### src/rtl/mmcm_lockmon_pkg.sv
// Shared types and helpers for the MMCM lock monitor and its sub-blocks.
package mmcm_lockmon_pkg;

  typedef enum logic [2:0] {
    PULSE,
    WAIT_LOCK,
    STABLE,
    RUN,
    FAIL
  } state_t;

  localparam int RETRY_W = 4;
  localparam int LOSS_W  = 8;

  // Bits needed to hold the largest of the three cycle parameters.
  function automatic int cnt_width(input int pulse_cycles,
                                   input int timeout_cycles,
                                   input int stable_cycles);
    int m;
    m = pulse_cycles;
    if (timeout_cycles > m) m = timeout_cycles;
    if (stable_cycles > m) m = stable_cycles;
    return (m < 2) ? 1 : $clog2(m + 1);
  endfunction

endpackage

### src/rtl/mmcm_lock_monitor_sync_2ff.sv
// Generic two-flop synchroniser, asynchronous active-high reset to zero.
module sync_2ff #(
  parameter int W = 1
) (
  input  logic         clk,
  input  logic         rst,
  input  logic [W-1:0] d,
  output logic [W-1:0] q
);

  logic [W-1:0] meta;

  // Two back-to-back capture stages to let metastability resolve.
  always_ff @(posedge clk or posedge rst) begin
    if (rst) begin
      meta <= '0;
      q    <= '0;
    end else begin
      meta <= d;
      q    <= meta;
    end
  end

endmodule

### src/rtl/mmcm_lock_monitor.sv
// MMCM reset/lock sequencer running on the free-running reference clock.
// Pulses the MMCM reset, waits for lock with timeout/retry, qualifies lock
// for a stable window, then releases sys_reset. The FSM state is exported on
// the debug output 'state'.
// Build option: LOCKMON_LOSS_CNT_EN enables the lock-loss counter; without it
// loss_cnt is tied to zero.
module mmcm_lock_monitor
  import mmcm_lockmon_pkg::*;
#(
  parameter int RST_PULSE_CYCLES    = 16,
  parameter int LOCK_TIMEOUT_CYCLES = 65536,
  parameter int STABLE_CYCLES       = 1024,
  parameter int MAX_RETRIES         = 7,
  parameter int CNT_W               = 17
) (
  input  logic               clk,
  input  logic               reset,
  input  logic               locked_in,
  input  logic               restart,
  output logic               mmcm_reset,
  output logic               sys_reset,
  output logic               lock_ok,
  output logic               fail,
  output logic [RETRY_W-1:0] retry_cnt,
  output logic [LOSS_W-1:0]  loss_cnt,
  output state_t             state
);

  localparam logic [CNT_W-1:0]   PULSE_LAST   = CNT_W'(RST_PULSE_CYCLES - 1);
  localparam logic [CNT_W-1:0]   TIMEOUT_LAST = CNT_W'(LOCK_TIMEOUT_CYCLES - 1);
  localparam logic [CNT_W-1:0]   STABLE_LAST  = CNT_W'(STABLE_CYCLES - 1);
  localparam logic [RETRY_W-1:0] MAX_R        = RETRY_W'(MAX_RETRIES);

  logic               lk;
  logic [CNT_W-1:0]   cnt;
  logic [CNT_W-1:0]   cnt_n;
  logic [RETRY_W-1:0] retry_n;
  logic [RETRY_W-1:0] retry_sat;
  state_t             state_n;

  sync_2ff #(.W(1)) u_sync (
    .clk (clk),
    .rst (reset),
    .d   (locked_in),
    .q   (lk)
  );

  assign retry_sat = (retry_cnt == '1) ? retry_cnt : retry_cnt + RETRY_W'(1);

  // Next-state, shared cycle counter and retry bookkeeping; restart overrides all.
  always_comb begin
    state_n = state;
    cnt_n   = cnt;
    retry_n = retry_cnt;
    if (restart) begin
      state_n = PULSE;
      cnt_n   = '0;
    end else begin
      case (state)
        PULSE: begin
          if (cnt == PULSE_LAST) begin
            cnt_n   = '0;
            state_n = WAIT_LOCK;
          end else begin
            cnt_n = cnt + CNT_W'(1);
          end
        end
        WAIT_LOCK: begin
          if (lk) begin
            cnt_n   = '0;
            state_n = STABLE;
          end else if (cnt == TIMEOUT_LAST) begin
            cnt_n   = '0;
            retry_n = retry_sat;
            if ((MAX_RETRIES != 0) && (retry_sat == MAX_R)) state_n = FAIL;
            else                                              state_n = PULSE;
          end else begin
            cnt_n = cnt + CNT_W'(1);
          end
        end
        STABLE: begin
          if (!lk) begin
            cnt_n   = '0;
            state_n = PULSE;
          end else if (cnt == STABLE_LAST) begin
            cnt_n   = '0;
            state_n = RUN;
            retry_n = '0;
          end else begin
            cnt_n = cnt + CNT_W'(1);
          end
        end
        RUN: begin
          if (!lk) begin
            cnt_n   = '0;
            state_n = PULSE;
          end
        end
        FAIL: begin
          cnt_n = '0;
        end
        default: begin
          cnt_n   = '0;
          state_n = PULSE;
        end
      endcase
    end
  end

  // State register plus Moore outputs registered from the next state.
  always_ff @(posedge clk or posedge reset) begin
    if (reset) begin
      state      <= PULSE;
      cnt        <= '0;
      retry_cnt  <= '0;
      mmcm_reset <= 1'b1;
      sys_reset  <= 1'b1;
      lock_ok    <= 1'b0;
      fail       <= 1'b0;
    end else begin
      state      <= state_n;
      cnt        <= cnt_n;
      retry_cnt  <= retry_n;
      mmcm_reset <= (state_n == PULSE) || (state_n == FAIL);
      sys_reset  <= (state_n != RUN);
      lock_ok    <= (state_n == RUN);
      fail       <= (state_n == FAIL);
    end
  end

`ifdef LOCKMON_LOSS_CNT_EN
  logic loss_evt;
  assign loss_evt = (state == RUN) && !lk && !restart;

  // Saturating count of lock losses seen while running.
  always_ff @(posedge clk or posedge reset) begin
    if (reset)                        loss_cnt <= '0;
    else if (loss_evt && loss_cnt != '1) loss_cnt <= loss_cnt + LOSS_W'(1);
  end
`else
  assign loss_cnt = '0;
`endif

endmodule

### config.mk
export PLATFORM = sky130hd
export DESIGN_NAME = mmcm_lock_monitor
export DESIGN_NICKNAME = d
export VERILOG_FILES = /design/src/rtl/mmcm_lockmon_pkg.sv /design/src/rtl/mmcm_lock_monitor_sync_2ff.sv /design/src/rtl/mmcm_lock_monitor.sv
export SDC_FILE = /design/constraint.sdc
export NUM_CORES = 1
export LEC_CHECK = 0
export CELL_PAD_IN_SITES_DETAIL_PLACEMENT = 1
export CELL_PAD_IN_SITES_GLOBAL_PLACEMENT = 1
export CORE_ASPECT_RATIO = 2
export CORE_MARGIN = 3
export CORE_UTILIZATION = 51
export CTS_CLUSTER_DIAMETER = 30
export DETAILED_ROUTE_END_ITERATION = 8
export DONT_BUFFER_PORTS = 1
export MAX_ROUTING_LAYER = met4
export PLACE_DENSITY = 0.9
export SETUP_SLACK_MARGIN = 0.1
export SLEW_MARGIN = 20
export SYNTH_ARGS = -nofsm -noshare
export SYNTH_HDL_FRONTEND = slang
export SYNTH_SLANG_ARGS = --single-unit
### constraint.sdc
create_clock -name clk -period 7.6 [get_ports clk]
set_clock_uncertainty 0.05 [all_clocks]
set_input_delay 1.52 -clock clk [delete_from_list [all_inputs] [get_ports clk]]
set_output_delay 1.52 -clock clk [all_outputs]
set_load 0.1 [all_outputs]
==> run metrics <==
DIE AREA=4189 um^2; Worst setup EP type=flip-flop; Max Slew Vio Count=0; Post-Syn Instances=191; Yosys top cell area share=40.29%; CTS buffer count=5; clk root buf=clkbuf_8; chip width=47.29 um; Fillers=364; post-synthesis compound-gate area fraction=19.50%; share of post-route cells with drive strength above 1=9.794%; Period Utilization, post-route=41.89%; slew at the pin with the worst max-slew slack=1.112 ns; WL final=4.316 mm; syn avg cell area=9.106 um^2; crit start category=flip-flop; critical path depth in cells=12; CTS tree=built; final setup vio count=0; grt ovf=0; outcome=completed; Arr. time, crit path=3.31 ns; vias in the first global route=1551; final non-filler cell total=225; GRT Total Usage=23.99%; PwrDens=178.2 nW/um^2; CP delay by family, top=simple AND/OR/NAND/NOR gates; post-synthesis async set-or-reset flop share=100.0%; Post-CTS Setup Bufs=0; Max-Cap Viols=0; number of synthesized register bits=30; DP Cell Count=217; first-pass GRT wire length=6.886 mm; CP peak stage delay=0.58 ns; post-synth cell types=47; hold_ws=0.2965 ns; leading cell types in the layout, fill and taps excluded=dfrtp_1, nand2_1, o21ai_0; H-tree levels=2; WS Path Type=flip-flop to flip-flop; Total Nets Final=201; crit path max fanout=18; initial antenna violation count=0; CTS max path bufs=2; total number of vias=1440; PortBufs=0; crit path cell chain=ha_1, nand3_1, nor4_2, and3_1, nand3_1, inv_1, ha_1, nor3_1, nand2_1, o211a_4, o21ai_0, a21o_1; Worst-path clk slew=0.07 ns; Initial Util=53.86%; post-route minimum period=3.183 ns; Required @ worst endpoint=7.73 ns; post-synthesis sequential area ratio=43.31%; post-synthesis simple-gate area fraction=24.75%; Synth Area in Adders=2.878%; Slowest-stage cell, CP=nor4_2; post-DR vias/cell=6.400; CP Buf/Inv Count=1; Final Hold Viols=0; dominant cell type by area after synthesis=dfrtp_1; largest net degree at the start of global routing=31; worst relative slew slack=25.89%; setup TNS=0 ns; prevailing post-synth register cell=dfrtp_1; routability cong.=0.8770; ranking of synthesized cells by area=dfrtp_1, nand2_1, o21ai_0; reg2reg path depth=12; VDD IR-drop max=0.1506 mV; area of the core=3229 um^2; largest family of logic cells by synthesized area=simple AND/OR/NAND/NOR gates; hold path cells=0; TritonRoute pass-1 iters=4; post-synthesis xor/xnor area fraction=1.511%; pre-CTS setup slack=4.476 ns; number of synthesized flops with an enable pin=0; clk sinks=30; WL per Instance=19.18 um; ANT cells=0; post-synthesis mux area share=1.151%; P_leak=0.0008125 uW; initial drt markers=11; Post-DRT Antenna Nets=0; most common cell after layout, fill and taps aside=dfrtp_1; Rows=29; Peak Freq=314.1 MHz; RSZ-0062 raised after global routing=false; post-CTS sizing=0; HP Class=flip-flop to flip-flop; Die Span Y=88.59 um; clk_lat worst skew=0.29 ns; Post-Syn Area=1739 um^2; Boundary Pins=23; cts hold-fix bufs=0; final worst setup slack=4.417 ns; Synth warnings=0; area grow syn2layout=4.460%; remaining routing DRC violations=0; hpwl dp=3.288 mm
[final cells by class]
| type | count | area (um^2) | area share, % |
|---|---|---|---|
| inverter | 8 | 30.03 | 1.653 |
| clock buffer | 7 | 86.33 | 4.752 |
| sequential | 30 | 753.2 | 41.46 |
| tap | 31 | 38.79 | 2.135 |
| clock inverter | 1 | 5.005 | 0.2755 |
| multi-input combinational | 147 | 895.9 | 49.31 |
| timing repair buffer | 1 | 7.507 | 0.4132 |
[routing by layer]
metal,routed length [um],global-route usage (%)
met1,1489,21.97
met2,2502,40.95
met3,108,4.481
met4,215,17.13
met5,0,-
[cells by family (layout without fill, tap and decap cells)]
family	Yosys count	after routing
fa+ha+maj	4	4
other cells	1	8
mux	2	2
compound gates	52	52
xor+xnor	3	3
flops	30	30
buf+inv	21	17
simple gates	78	78
[synthesized netlist by cell type, types with 4 or more instances]
library cell  number
nor3_1             7
a22o_1             4
inv_1              8
nand2_1           23
clkbuf_1           4
nand3_1           11
o21ai_0           17
a21o_1             6
buf_4              8
a21oi_1           10
nor2_1             9
and3_1             6
dfrtp_1           28
ha_1               4
[path summary, 6_finish.rpt]
kind	startpoint	end	slack (ns)
setup / recovery	cnt[0]	cnt[14]	4.42
hold / removal	u_sync.meta	u_sync.q	0.30
setup reg to reg	cnt[0]	cnt[14]	4.42
hold reg to reg	u_sync.meta	u_sync.q	0.30
max in group asynchronous	reset	fail	5.94
min in group asynchronous	reset	retry_cnt[2]	1.14
[registers in the layout, indices dropped and copies added, names as in the netlist]
register / count
cnt: 17
retry_cnt: 4
state: 3
fail: 1
lock_ok: 1
mmcm_reset: 1
sys_reset: 1
u_sync.meta: 1
u_sync.q: 1
[worst reg2reg max path: stages, from the launching register on]
cell	delay (ns)
dfrtp_1	0.39
ha_1	0.23
nand3_1	0.15
nor4_2	0.58
and3_1	0.30
nand3_1	0.13
inv_1	0.11
ha_1	0.20
nor3_1	0.09
nand2_1	0.19
o211a_4	0.30
o21ai_0	0.16
a21o_1	0.21
[through the flow]
| stage | cell area, um^2 | total power (uW) | utilization (%) |
|---|---|---|---|
| finish | 1817 | 323.7 | 56.26 |
| CTS | 1817 | 328.5 | 56.26 |
| global route | 1817 | 337.3 | 56.26 |
| global placement | 1725 | 194.2 | 53.43 |
| detailed placement | 1725 | 194.8 | 53.43 |
| floorplan | 1765 | 196.0 | - |
[where the power goes]
part / internal, uW / switching, uW / leakage [uW]
combinational: 3.40 / 24.9 / 0.000359
sequential: 162 / 2.08 / 0.000405
clock: 72.9 / 58.7 / 0.0000482
total: 238 / 85.7 / 0.000812
(Power assumes the default switching activity.)
